File: config.mk
export PLATFORM = sky130hd
export DESIGN_NAME = pipe_arith_unit_flat
export DESIGN_NICKNAME = d
export VERILOG_FILES = /design/src/rtl/pipe_arith_unit_if.sv /design/src/rtl/pipe_arith_unit.sv /design/src/flat_wrapper.sv
export SDC_FILE = /design/constraint.sdc
export NUM_CORES = 1
export LEC_CHECK = 0
export BUFFER_PORTS_ARGS = -buffer_cell sky130_fd_sc_hd__buf_2
export CAP_MARGIN = 10
export CORE_ASPECT_RATIO = 0.5
export CORE_MARGIN = 2
export CORE_UTILIZATION = 55
export CTS_CLUSTER_DIAMETER = 80
export CTS_CLUSTER_SIZE = 10
export DETAILED_ROUTE_END_ITERATION = 8
export GPL_ROUTABILITY_DRIVEN = 1
export PLACE_DENSITY = 0.72
export SLEW_MARGIN = 15
export SYNTH_ARGS = -nofsm -noshare
export SYNTH_HDL_FRONTEND = slang
export SYNTH_SLANG_ARGS = --single-unit
export TNS_END_PERCENT = 10
File: constraint.sdc
create_clock -name clk -period 2.9 [get_ports clk]
set_input_delay 0.29 -clock clk [delete_from_list [all_inputs] [get_ports clk]]
set_output_delay 0.29 -clock clk [all_outputs]
set_load 0.05 [all_outputs]
File: src/rtl/pipe_arith_unit_if.sv
// Operand/result handshake bundle for pipe_arith_unit.
// The master drives operands and out_ready. The slave (the unit) drives in_ready and the result side.
interface pipe_arith_unit_if #(
    parameter int WIDTH = 8
);
    logic             in_valid;
    logic             in_ready;
    logic [2:0]       op;
    logic [WIDTH-1:0] a;
    logic [WIDTH-1:0] b;
    logic             out_valid;
    logic             out_ready;
    logic [WIDTH-1:0] result;
    logic [3:0]       flags;

    modport master (
        output in_valid, op, a, b, out_ready,
        input  in_ready, out_valid, result, flags
    );

    modport slave (
        input  in_valid, op, a, b, out_ready,
        output in_ready, out_valid, result, flags
    );
endinterface

File: src/rtl/pipe_arith_unit.sv
// Two-stage pipelined add/sub/saturate/abs-diff/accumulate unit with registered {N,Z,C,V} flags.
// Stage 1 captures the raw WIDTH+1 bit sum/difference. Stage 2 applies saturation or abs and forms the flags.
module pipe_arith_unit #(
    parameter int WIDTH   = 8,
    parameter bit ACC_SAT = 1'b1
) (
    input logic              clk,
    input logic              rst_n,
    pipe_arith_unit_if.slave bus
);
    typedef enum logic [2:0] {
        OP_ADD     = 3'b000,
        OP_SUB     = 3'b001,
        OP_ADD_SAT = 3'b010,
        OP_SUB_SAT = 3'b011,
        OP_ABSDIFF = 3'b100,
        OP_ACC     = 3'b101,
        OP_ACC_CLR = 3'b110,
        OP_RSVD    = 3'b111
    } op_e;

    localparam logic [WIDTH:0] ONE = {{WIDTH{1'b0}}, 1'b1};

    logic             s1_valid;
    logic [WIDTH:0]   s1_raw;
    op_e              s1_op;
    logic             s1_v;
    logic [WIDTH-1:0] acc;

    logic             out_valid_q;
    logic [WIDTH-1:0] result_q;
    logic [3:0]       flags_q;

    logic             adv;
    logic             accept;
    op_e              op_in;
    logic [WIDTH:0]   raw_d;
    logic             v_d;
    logic [WIDTH-1:0] acc_d;
    logic [WIDTH-1:0] r2;
    logic             c2;

    assign adv          = bus.out_ready || !out_valid_q;
    assign bus.in_ready = adv || !s1_valid;
    assign accept       = bus.in_valid && bus.in_ready;
    assign op_in        = op_e'(bus.op);

    assign bus.out_valid = out_valid_q;
    assign bus.result    = result_q;
    assign bus.flags     = flags_q;

    // The accumulator is resolved at acceptance, so back-to-back ACC beats see the previous total.
    always_comb begin
        raw_d = {1'b0, bus.a} + {1'b0, bus.b};
        v_d   = (bus.a[WIDTH-1] == bus.b[WIDTH-1]) && (raw_d[WIDTH-1] != bus.a[WIDTH-1]);
        acc_d = acc;
        case (op_in)
            OP_SUB, OP_SUB_SAT: begin
                raw_d = {1'b0, bus.a} + {1'b0, ~bus.b} + ONE;
                v_d   = (bus.a[WIDTH-1] != bus.b[WIDTH-1]) && (raw_d[WIDTH-1] != bus.a[WIDTH-1]);
            end
            OP_ABSDIFF: begin
                raw_d = {1'b0, bus.a} + {1'b0, ~bus.b} + ONE;
                v_d   = 1'b0;
            end
            OP_ACC: begin
                raw_d = {1'b0, acc} + {1'b0, bus.a};
                v_d   = 1'b0;
                acc_d = (ACC_SAT && raw_d[WIDTH]) ? '1 : raw_d[WIDTH-1:0];
            end
            OP_ACC_CLR: begin
                raw_d = {1'b0, bus.a};
                v_d   = 1'b0;
                acc_d = bus.a;
            end
            default: ;
        endcase
    end

    always_ff @(posedge clk or negedge rst_n) begin
        if (!rst_n) begin
            s1_valid <= 1'b0;
            s1_raw   <= '0;
            s1_op    <= OP_ADD;
            s1_v     <= 1'b0;
            acc      <= '0;
        end else begin
            if (bus.in_ready)
                s1_valid <= bus.in_valid;
            if (accept) begin
                s1_raw <= raw_d;
                s1_op  <= op_in;
                s1_v   <= v_d;
                acc    <= acc_d;
            end
        end
    end

    // For the SUB family, raw carry out of a+~b+1 is the no-borrow flag (a >= b).
    always_comb begin
        c2 = s1_raw[WIDTH];
        r2 = s1_raw[WIDTH-1:0];
        case (s1_op)
            OP_ADD_SAT: if (c2) r2 = '1;
            OP_SUB_SAT: if (!c2) r2 = '0;
            OP_ABSDIFF: if (!c2) r2 = '0 - s1_raw[WIDTH-1:0];
            OP_ACC:     if (ACC_SAT && c2) r2 = '1;
            OP_ACC_CLR: c2 = 1'b0;
            default: ;
        endcase
    end

    always_ff @(posedge clk or negedge rst_n) begin
        if (!rst_n) begin
            out_valid_q <= 1'b0;
            result_q    <= '0;
            flags_q     <= '0;
        end else if (adv) begin
            out_valid_q <= s1_valid;
            if (s1_valid) begin
                result_q <= r2;
                flags_q  <= {r2[WIDTH-1], r2 == '0, c2, s1_v};
            end
        end
    end
endmodule

File: src/flat_wrapper.sv
// flat-port wrapper written by rule: the top's interface ports become plain ports
module pipe_arith_unit_flat 
#(
    parameter int WIDTH   = 8,
    parameter bit ACC_SAT = 1'b1
)
  (clk, rst_n, bus_in_valid, bus_op, bus_a, bus_b, bus_out_ready, bus_in_ready, bus_out_valid, bus_result, bus_flags);
  pipe_arith_unit_if #(.WIDTH(WIDTH)) bus_i ();
  input logic clk;
  input logic rst_n;
  input wire logic [$bits(bus_i.in_valid)-1:0] bus_in_valid;
  input wire logic [$bits(bus_i.op)-1:0] bus_op;
  input wire logic [$bits(bus_i.a)-1:0] bus_a;
  input wire logic [$bits(bus_i.b)-1:0] bus_b;
  input wire logic [$bits(bus_i.out_ready)-1:0] bus_out_ready;
  output wire logic [$bits(bus_i.in_ready)-1:0] bus_in_ready;
  output wire logic [$bits(bus_i.out_valid)-1:0] bus_out_valid;
  output wire logic [$bits(bus_i.result)-1:0] bus_result;
  output wire logic [$bits(bus_i.flags)-1:0] bus_flags;
  assign bus_i.in_valid = bus_in_valid;
  assign bus_i.op = bus_op;
  assign bus_i.a = bus_a;
  assign bus_i.b = bus_b;
  assign bus_i.out_ready = bus_out_ready;
  assign bus_in_ready = bus_i.in_ready;
  assign bus_out_valid = bus_i.out_valid;
  assign bus_result = bus_i.result;
  assign bus_flags = bus_i.flags;
  pipe_arith_unit #(.WIDTH(WIDTH), .ACC_SAT(ACC_SAT)) u_core (.clk(clk), .rst_n(rst_n), .bus(bus_i));
endmodule
## Word level (Yosys, flattened, before mapping)

Cells that the tools add are included.
Widths: inputs -> output; s select.

- Add/sub/neg operators: 5
- Eq/ne operators: 14
- Muxes and demuxes: 9
- Bitwise gates (word level): 1
- Reductions and logical operators: 15

Operator list:

| cell | number |
|---|---|
| $mux 8 | 4 |
| $add 8x8->9 | 3 |
| $pmux 9 s3 | 1 |
| $pmux 8 s3 | 1 |
| $eq 3x3->1 const B | 6 |
| $pmux 8 s2 | 1 |
| $add 9x1->9 const B | 1 |
| $eq 3x2->1 const B | 3 |
| $logic_not 8->1 | 1 |
| $not 8->8 | 1 |
| $sub 1x8->8 const A | 1 |
| $reduce_or 3->1 | 2 |
| $reduce_and 2->1 | 2 |
| $reduce_or 2->1 | 2 |
| $eq 3x1->1 const B | 1 |
| $logic_and 1x1->1 | 3 |
| $ne 1x1->1 | 3 |
| $logic_not 1->1 | 2 |
| $logic_or 1x1->1 | 2 |
| $pmux 1 s2 | 1 |
| $reduce_bool 2->1 | 1 |
| $eq 1x1->1 | 1 |
| $mux 1 | 1 |

- Bits in registers: 35
- Input port bits: 23
- Output and inout bits: 14
- Word-level logic and storage cells: 52

## Depth between registers and ports, before layout

Gate-level depths: netlist (run 1).

- Depth after elaboration: 6
- Depth in mapped cells: 9
- Gate-level depth less buffers: 9

## Least setup slack after synthesis (run 1)

Ideal clock, no wire load.

- Kind: flip-flop to flip-flop
- From: register u_core.out_valid_q, in the netlist u_core.bus.out_valid
- To: register u_core.acc[4]
- Setup time: 0.128 ns
- Arrival time: 2.100 ns
- Required time: 2.772 ns
- Slack: 0.672 ns
- Cell stages (with the launch flop): 7
- Buffers on the path: 2
- Clock period less this slack: 2.228 ns
- Cells stage by stage: dfrtp_1 > nand3b_1 > and2_1 > clkbuf_1 > nand2_1 > buf_2 > o21ai_0

- Cells in the longest elaborated chain, start to end: 5

Ends and longest elaborated chain:

| item | line | RTL |
|---|---|---|
| start, declared | pipe_arith_unit.sv:30 | `logic out_valid_q;` |
| start signal, assigned | pipe_arith_unit.sv:119 | `out_valid_q <= s1_valid;` |
| $logic_not 1->1 | pipe_arith_unit.sv:43 | `assign adv = bus.out_ready \|\| !out_valid_q;` |
| $logic_or 1x1->1 | pipe_arith_unit.sv:43 |  |
| $logic_or 1x1->1 | pipe_arith_unit.sv:44 | `assign bus.in_ready = adv \|\| !s1_valid;` |
| named net bus_in_ready | flat_wrapper.sv:16 | `output wire logic [$bits(bus_i.in_ready)-1:0] bus_in_ready;` |
| $logic_and 1x1->1 | pipe_arith_unit.sv:45 | `assign accept = bus.in_valid && bus.in_ready;` |
| $reduce_and 2->1 (no source line) | n/a |  |
| end signal, assigned | pipe_arith_unit.sv:86 | `acc <= '0;` |
| end signal, assigned | pipe_arith_unit.sv:94 | `acc <= acc_d;` |
| end, declared | pipe_arith_unit.sv:28 | `logic [WIDTH-1:0] acc;` |

The timed path passes the listed nets, and every way through them passes these cells.
A chain may end at the register's enable or synchronous reset.

## Worst setup path after layout (run 1)

- From: register u_core.acc[0]
- To: register u_core.s1_raw[4]

- Cells in the longest elaborated chain, start to end: 2

Ends and longest elaborated chain:

| item | line | RTL |
|---|---|---|
| $add 8x8->9 | pipe_arith_unit.sv:67 | `raw_d = {1'b0, acc} + {1'b0, bus.a};` |
| $pmux 9 s3 | pipe_arith_unit.sv:57 | `case (op_in)` |
| end signal, assigned | pipe_arith_unit.sv:91 | `s1_raw <= raw_d;` |
| end, declared | pipe_arith_unit.sv:25 | `logic [WIDTH:0] s1_raw;` |

Every way passes these cells.

==> impl_metrics.csv, run 1 <==
group,metric,value,unit
synthesis,syn_avg_cell_area,7.83,sq um
critical_path,worstPathArrival,2.55,ns
sta,tns,0,ns
clock_tree,cts_sinks,34,
detailed_routing,via_count,3135,
die,die_h,57.8,um
critical_path,required,3.08,ns
clock_tree,cts_max_path_buffers,2,
detailed_routing,drt-initial-drc-count,202,
critical_path,reg2reg_depth,8,
hold_path,hold_class,"in -> async",
critical_path,path_class,"reg -> reg",
layout,final_common_cell,"o21ai_0",
layout,finish.net_count,482,
placement,dp_slack,0.545,ns
die,die_x,112,um
global_routing,grt_pass1_vias,2964,
detailed_routing,drc,0,
critical_path,worstSetupStartpointType,"flip-flop",
clock_tree,h-tree-depth,2,
die,start_util,0.574,
sta,period_minus_slack,2.37,ns
run_status,outcome,"finished, final reports clean",
sta,setup_ws,0.529,ns
global_routing,grt_max_degree,35,
synthesis,ys_seq_area_frac,0.268,
critical_path,reg2reg_to,"u_core.s1_raw[4]",
clock_tree,clkLatencyLatePin,0.29,ns
clock_tree,cts_setup_buffers,0,
detailed_routing,finalWirelength,8.39,mm
die,dieArea,0.00644,sq mm
synthesis,synth_seq_cells,34,
sta,slew_violations,0,
layout,antenna_cells,0,
clock_tree,clkTransAtPathRegs,0.06,ns
placement,port-buffer-count,36,
placement,finalWeightedCongestion,0.945,
sta,holdWs,0.0968,ns
critical_path,r2r_slack,0.53,ns
global_routing,overflow,0,
sta,setup_viol,0,
critical_path,crit_path_max_fanout,3,
die,core,0.00554,sq mm
critical_path,worst_r2r_startpoint,"u_core.acc[0]",
clock_tree,post_cts_resized,0,
die,io_pins,37,
clock_tree,clock-root-buffer,"clkbuf_16",
sta,fin_crit_sh,0.817,
synthesis,syn-num-nets,457,
power_and_ir_drop,vdd_drop_max,0.553,mV
placement,dp_hpwl,6.40,mm
layout,final-seq-area,851,sq um
sta,hold_viol_final,0,
sta,skew,0.00779,ns
clock_tree,hold_buffers,0,
global_routing,grt_pass1_wl,14.2,mm
layout,syn2layout_area_growth,11.2,%
detailed_routing,drt_pass1_iterations,5,
synthesis,synth_flop_cell,"dfrtp_1",
synthesis,synth_cell_types,65,
detailed_routing,viasPerCell,6.22,
clock_tree,cts_tree,"yes",
synthesis,synthesis.area,0.00318,sq mm
layout,final_cell_mix,"o21ai_0, a21oi_1, buf_2, dfrtp_1, nand2_1",
layout,drive_above_1_share,0.128,
job,drv_cap,0,
die,rows,19,
power_and_ir_drop,p_leak,1.53,nW
sta,timing.fmax,422,MHz
sta,timing.slew.headroom,0.448,
sta,tightest_slew,0.828,ns
detailed_routing,ant_nets,0,
layout,fillerInstances,500,
synthesis,ys_async_sr_fraction,1.00,
synthesis,yosys_warnings,0,
layout,multi_input_area,0.00213,sq mm
critical_path,critPathCaptureType,"flip-flop",
global_routing,track_usage,0.277,
synthesis,synth_edf_count,0,
synthesis,syn-instance-count,406,
detailed_routing,wire_per_inst,16.7,um
power_and_ir_drop,power.density,771,mW/mm^2
sta,rsz0062_at_grt,"false",
clock_tree,cts_buffers,5,
global_routing,grt_antenna_before_repair,0,
==> layer usage <==
layer  vias up  global-route usage  routed length, um
li1       1556                   -                  -
met1      1465               0.381               3970
met2       103               0.445               3660
met3        11              0.0743                688
met4         0              0.0653                 77
met5         -                   0                  0
==> worst max path at each step <==
stage,endpoint,startpoint,slack [ns],depth (start not counted)
6_report,u_core.s1_raw[4],u_core.acc[0],0.53,8
5_1_grt,u_core.s1_raw[4],u_core.acc[0],0.39,8
4_1_cts,u_core.s1_raw[4],u_core.acc[0],0.60,8
3_5_place_dp,u_core.s1_raw[4],bus_a[0],0.54,9
3_3_place_gp,u_core.s1_raw[6],bus_a[0],0.64,9
2_1_floorplan,u_core.acc[4],u_core.bus.out_valid,0.67,6
==> kinds of logic after synthesis <==
family / count (synthesis) / share of synthesized area
AO/OA/AOI/OAI: 165 / 0.332
AND/OR/NAND/NOR: 126 / 0.200
buffers and inverters: 46 / 0.0622
flip-flops: 34 / 0.268
adder cells (fa/ha/maj): 28 / 0.117
XOR/XNOR: 4 / 0.0110
multiplexers: 3 / 0.0102
==> registers in the layout, summed over array words and instances, names as in the netlist <==
register              cells
u_core.bus.flags          4
u_core.s1_valid           1
u_core.bus.result         7
u_core.s1_v               1
u_core.acc                8
u_core.s1_op              3
u_core.s1_raw             9
u_core.bus.out_valid      1
==> synth_stat cells, types with 3 or more instances <==
cell type / count / area [sq um]
a211oi_1: 4 / 30.0
dfrtp_1: 34 / 851
nor4_1: 3 / 18.8
a31oi_1: 6 / 37.5
o311ai_0: 4 / 35.0
nand3_1: 11 / 55.1
clkbuf_1: 8 / 30.0
o21ai_0: 50 / 250
o22ai_1: 9 / 56.3
fa_1: 3 / 60.1
or3_1: 5 / 31.3
xnor2_1: 3 / 26.3
o21bai_1: 5 / 37.5
o31ai_1: 3 / 22.5
nand2_1: 33 / 124
a21oi_1: 36 / 180
and2_1: 4 / 25.0
nor3_1: 8 / 40.0
o21a_1: 4 / 30.0
ha_1: 25 / 313
a21o_1: 8 / 60.1
buf_2: 7 / 35.0
a22oi_1: 4 / 30.0
a221oi_1: 8 / 70.1
o211ai_1: 3 / 22.5
nor2b_1: 6 / 37.5
inv_1: 25 / 93.8
nand2b_1: 8 / 50.1
nor2_1: 32 / 120
==> where the power goes <==
part	switching, W	total, W	internal [W]
sequential	0.000153	0.000767	0.000614
clock	0.000210	0.000635	0.000424
combinational	0.000828	0.00132	0.000494
total	0.00119	0.00272	0.00153
==> stage by stage <==
stage | cells | util | power [W] | area [sq um]
final | 504 | 0.638 | 0.00272 | 3530
after global routing | 504 | 0.638 | 0.00293 | 3530
after CTS | 504 | 0.638 | 0.00271 | 3530
after detailed placement | 497 | 0.607 | 0.00207 | 3360
after global placement | 497 | 0.607 | 0.00204 | 3360
after floorplan | 406 | - | 0.00178 | 3180
==> cell type report <==
| class | instances | area share |
|---|---|---|
| clock inverters | 1 | 0.00850 |
| clock buffers | 6 | 0.0393 |
| flip-flops and latches | 34 | 0.241 |
| repair buffers | 38 | 0.0552 |
| multi-input cells | 326 | 0.603 |
| inverters | 26 | 0.0276 |
| well taps | 73 | 0.0258 |
==> critical path, stage by stage, from the launching register on <==
cell and delay [ns]:
dfrtp_1 0.39, ha_1 0.23, fa_1 0.42, nand3_1 0.11, and2_1 0.20, nor3_1 0.07, nor4_1 0.44, o211ai_1 0.14
o31ai_1 0.26
No activity file was read; power rests on OpenSTA's default activity.
==> inputs of run 2 (changes only) <==
Settings changed: ABC_AREA set to 1, CORE_UTILIZATION 55 to 54, PLACE_DENSITY 0.72 to 0.74.
Clock period 2.9 ns to 1.9 ns, I/O delays scaled along.
==> run 2 against run 1 <==
Compared with the run above: the run now ends with hold timing left; sequential power increased by 50%; die area decreased by 0.86%; synthesized area shrank 2.7%; count of clock-buffer cells in the layout unchanged; hold slack worse by 0.11 ns; synthesized cell count increased by 16%; via count is 0.29% lower; combinational power increased by 71%; first-iteration DRC count is 22% higher; routed wire length shrank 4.8%; register-to-register slack worse by 0.44 ns; critical endpoint unchanged.
==> impl_metrics.csv, run 2 <==
group,metric,value,unit
critical_path,required,2.06,ns
detailed_routing,via_count,3126,
global_routing,grt_pass1_wl,13.3,mm
die,dieArea,0.00638,sq mm
synthesis,synth_seq_cells,34,
critical_path,worstSetupStartpointType,"flip-flop",
layout,largest_reg_flops,9,
run_status,outcome,"finished, violations left",
global_routing,overflow,0,
global_routing,grt_antenna_before_repair,0,
sta,rsz0062_at_grt,"true",
synthesis,synth.area.top_cells,"dfrtp_1, nand2_1, ha_1",
die,core,0.00549,sq mm
sta,hold_viol_final,11,
die,die_x,111,um
detailed_routing,drc,0,
critical_path,cp_slowest_cell,"dfrtp_1",
global_routing,track_usage,0.257,
global_routing,grt_max_degree,35,
synthesis,ys_async_sr_fraction,1.00,
job,drv_cap,0,
detailed_routing,finalWirelength,7.99,mm
clock_tree,clkLatencyLatePin,0.28,ns
detailed_routing,ant_nets,0,
critical_path,cpPeakStageDelay,0.38,ns
critical_path,critPathCaptureType,"flip-flop",
sta,tns,0,ns
layout,syn2layout_area_growth,16.9,%
clock_tree,clkTransAtPathRegs,0.06,ns
die,io_pins,37,
sta,holdWs,-0.0161,ns
clock_tree,h-tree-depth,2,
synthesis,ys_seq_area_frac,0.275,
layout,drive_above_1_share,0.165,
sta,timing.slew.headroom,0.481,
power_and_ir_drop,vdd_drop_max,0.881,mV
die,rows,19,
clock_tree,cts_tree,"yes",
sta,skew,0.00356,ns
critical_path,path_class,"reg -> reg",
clock_tree,cts_sinks,34,
layout,antenna_cells,0,
sta,timing.fmax,552,MHz
synthesis,synth_top_cell_by_area,"dfrtp_1",
synthesis,synth_cell_types,34,
synthesis,syn-instance-count,472,
synthesis,syn-num-nets,523,
run_status,violations,"hold timing",
sta,fin_crit_sh,0.954,
synthesis,synth_flop_cell,"dfrtp_1",
detailed_routing,wire_per_inst,13.6,um
global_routing,grt_pass1_vias,2859,
power_and_ir_drop,p_leak,1.90,nW
hold_path,hold_class,"in -> async",
sta,slew_violations,0,
clock_tree,cts_buffers,5,
synthesis,synthesis.area,0.00309,sq mm
critical_path,cpMostUsedCell,"nand3_1",
placement,dp_hpwl,6.10,mm
layout,finish.net_count,565,
critical_path,crit_path_max_fanout,3,
placement,dp_slack,0.0122,ns
synthesis,synth.most_common_cell,"nand2_1",
placement,finalWeightedCongestion,0.931,
clock_tree,clock-root-buffer,"clkbuf_16",
sta,period_minus_slack,1.81,ns
die,start_util,0.563,
layout,final_common_cell,"nand2_1",
detailed_routing,drt_pass1_iterations,5,
critical_path,worstPathArrival,1.97,ns
synthesis,syn_avg_cell_area,6.55,sq um
placement,port-buffer-count,36,
power_and_ir_drop,power.density,1250,mW/mm^2
die,die_h,57.5,um
critical_path,path_cells,"ha_2, fa_2, nand3_1, nand2_2, xor2_1, nand2_1, nand3_1, a21oi_1, o21ai_0",
sta,tightest_slew,0.779,ns
layout,final_cell_mix,"nand2_1, nor2_1, inv_1, nand3_1, buf_2",
sta,setup_ws,0.0877,ns
sta,setup_viol,0,
synthesis,yosys_warnings,0,
detailed_routing,drt-initial-drc-count,246,
synthesis,synth_top_area_share,0.275,
clock_tree,cts_setup_buffers,0,
clock_tree,cts_max_path_buffers,2,
detailed_routing,viasPerCell,5.32,
synthesis,synth_common_cells,"nand2_1, nor2_1, inv_1",
synthesis,synth_edf_count,0,
critical_path,cpLargestDelayFamily,"adder cells",
layout,regMostFlops,"u_core.s1_raw",
critical_path,critPathBufInv,0,
[run 2: changes by cell type after synthesis, sizes merged, moves of 7 or more]
cell | previous run | this run
o22ai | 9 | 0
nand2b | 8 | 0
a21o | 8 | 1
nand4 | 0 | 11
nand3 | 11 | 53
clkbuf | 9 | 1
inv | 26 | 58
a221oi | 8 | 0
o21ai | 51 | 39
nor2 | 32 | 60
nand2 | 34 | 118
[run 2: final timing paths]
path | startpoint | endpoint | slack, ns | depth (start not counted)
max in group asynchronous | rst_n | u_core.bus.flags[2] | 1.41 | 1
worst max register to register | u_core.acc[0] | u_core.s1_raw[4] | 0.09 | 9
worst max-delay path | u_core.acc[0] | u_core.s1_raw[4] | 0.09 | 9
worst min-delay path | rst_n | u_core.acc[0] | -0.02 | 1
worst min register to register | u_core.bus.flags[0] | u_core.bus.flags[0] | 0.47 | 2
min in group clk | bus_out_ready | u_core.s1_valid | 0.19 | 4
[run 2: kinds of logic (layout without fill, tap and decap cells)]
logic type                 count (synthesis)  after routing  share of synthesized area
buffers and inverters                     70            113                     0.0898
and+or+nand+nor                          248            248                      0.348
xor gates and xnor gates                   5              5                     0.0142
DFF                                       34             34                      0.275
adders and majority gates                 28             28                      0.121
AOI/OAI and AO/OA                         87             87                      0.152
[run 2: where the power goes]
part / leakage (nW) / internal, W / switching (W)
Sequential: 0.398 / 0.000966 / 0.000184
Combinational: 1.41 / 0.000744 / 0.00151
Clock: 0.0971 / 0.000788 / 0.000331
[run 2: repair_timing]
action	in CTS	in global routing
gates resized for setup	0	12
endpoints found under the setup margin	1	13
pin swaps	0	1
hold buffers	0	0
[run 2: worst reg2reg max path, delay by kind of cell (launching register included)]
kind                       cells  cell delay (ns)
AOI/OAI and AO/OA              2             0.24
xor gates and xnor gates       1             0.16
adders and majority gates      2             0.54
DFF                            1             0.38
and+or+nand+nor                4             0.36
[run 2: metrics by stage]
step	hold WS, ns	total power (W)	utilization	instance area [sq um]	cells
final	-0.0161	0.00453	0.658	3610	588
after global routing	0.0588	0.00488	0.658	3610	588
after CTS	0.0199	0.00446	0.653	3580	588
after detailed placement	0.312	0.00333	0.616	3380	580
after global placement	0.309	0.00331	0.616	3380	580
after floorplan	-0.106	0.00282	-	3100	472
[run 2: final cells by class]
class | instances | area, sq um
clock buffers | 6 | 139
clock inverters | 2 | 60.1
fillers | 525 | 1880
inverters | 60 | 226
multi-input cells | 368 | 2000
flip-flops and latches | 34 | 851
well taps | 73 | 91.3
repair buffers | 45 | 248
[run 2: metal layers]
metal,up-vias,track usage,share of wire
li1,1635,-,-
met1,1388,0.362,0.50
met2,93,0.430,0.44
met3,10,0.0425,0.049
met4,0,0.0511,0.0079
met5,-,0,0
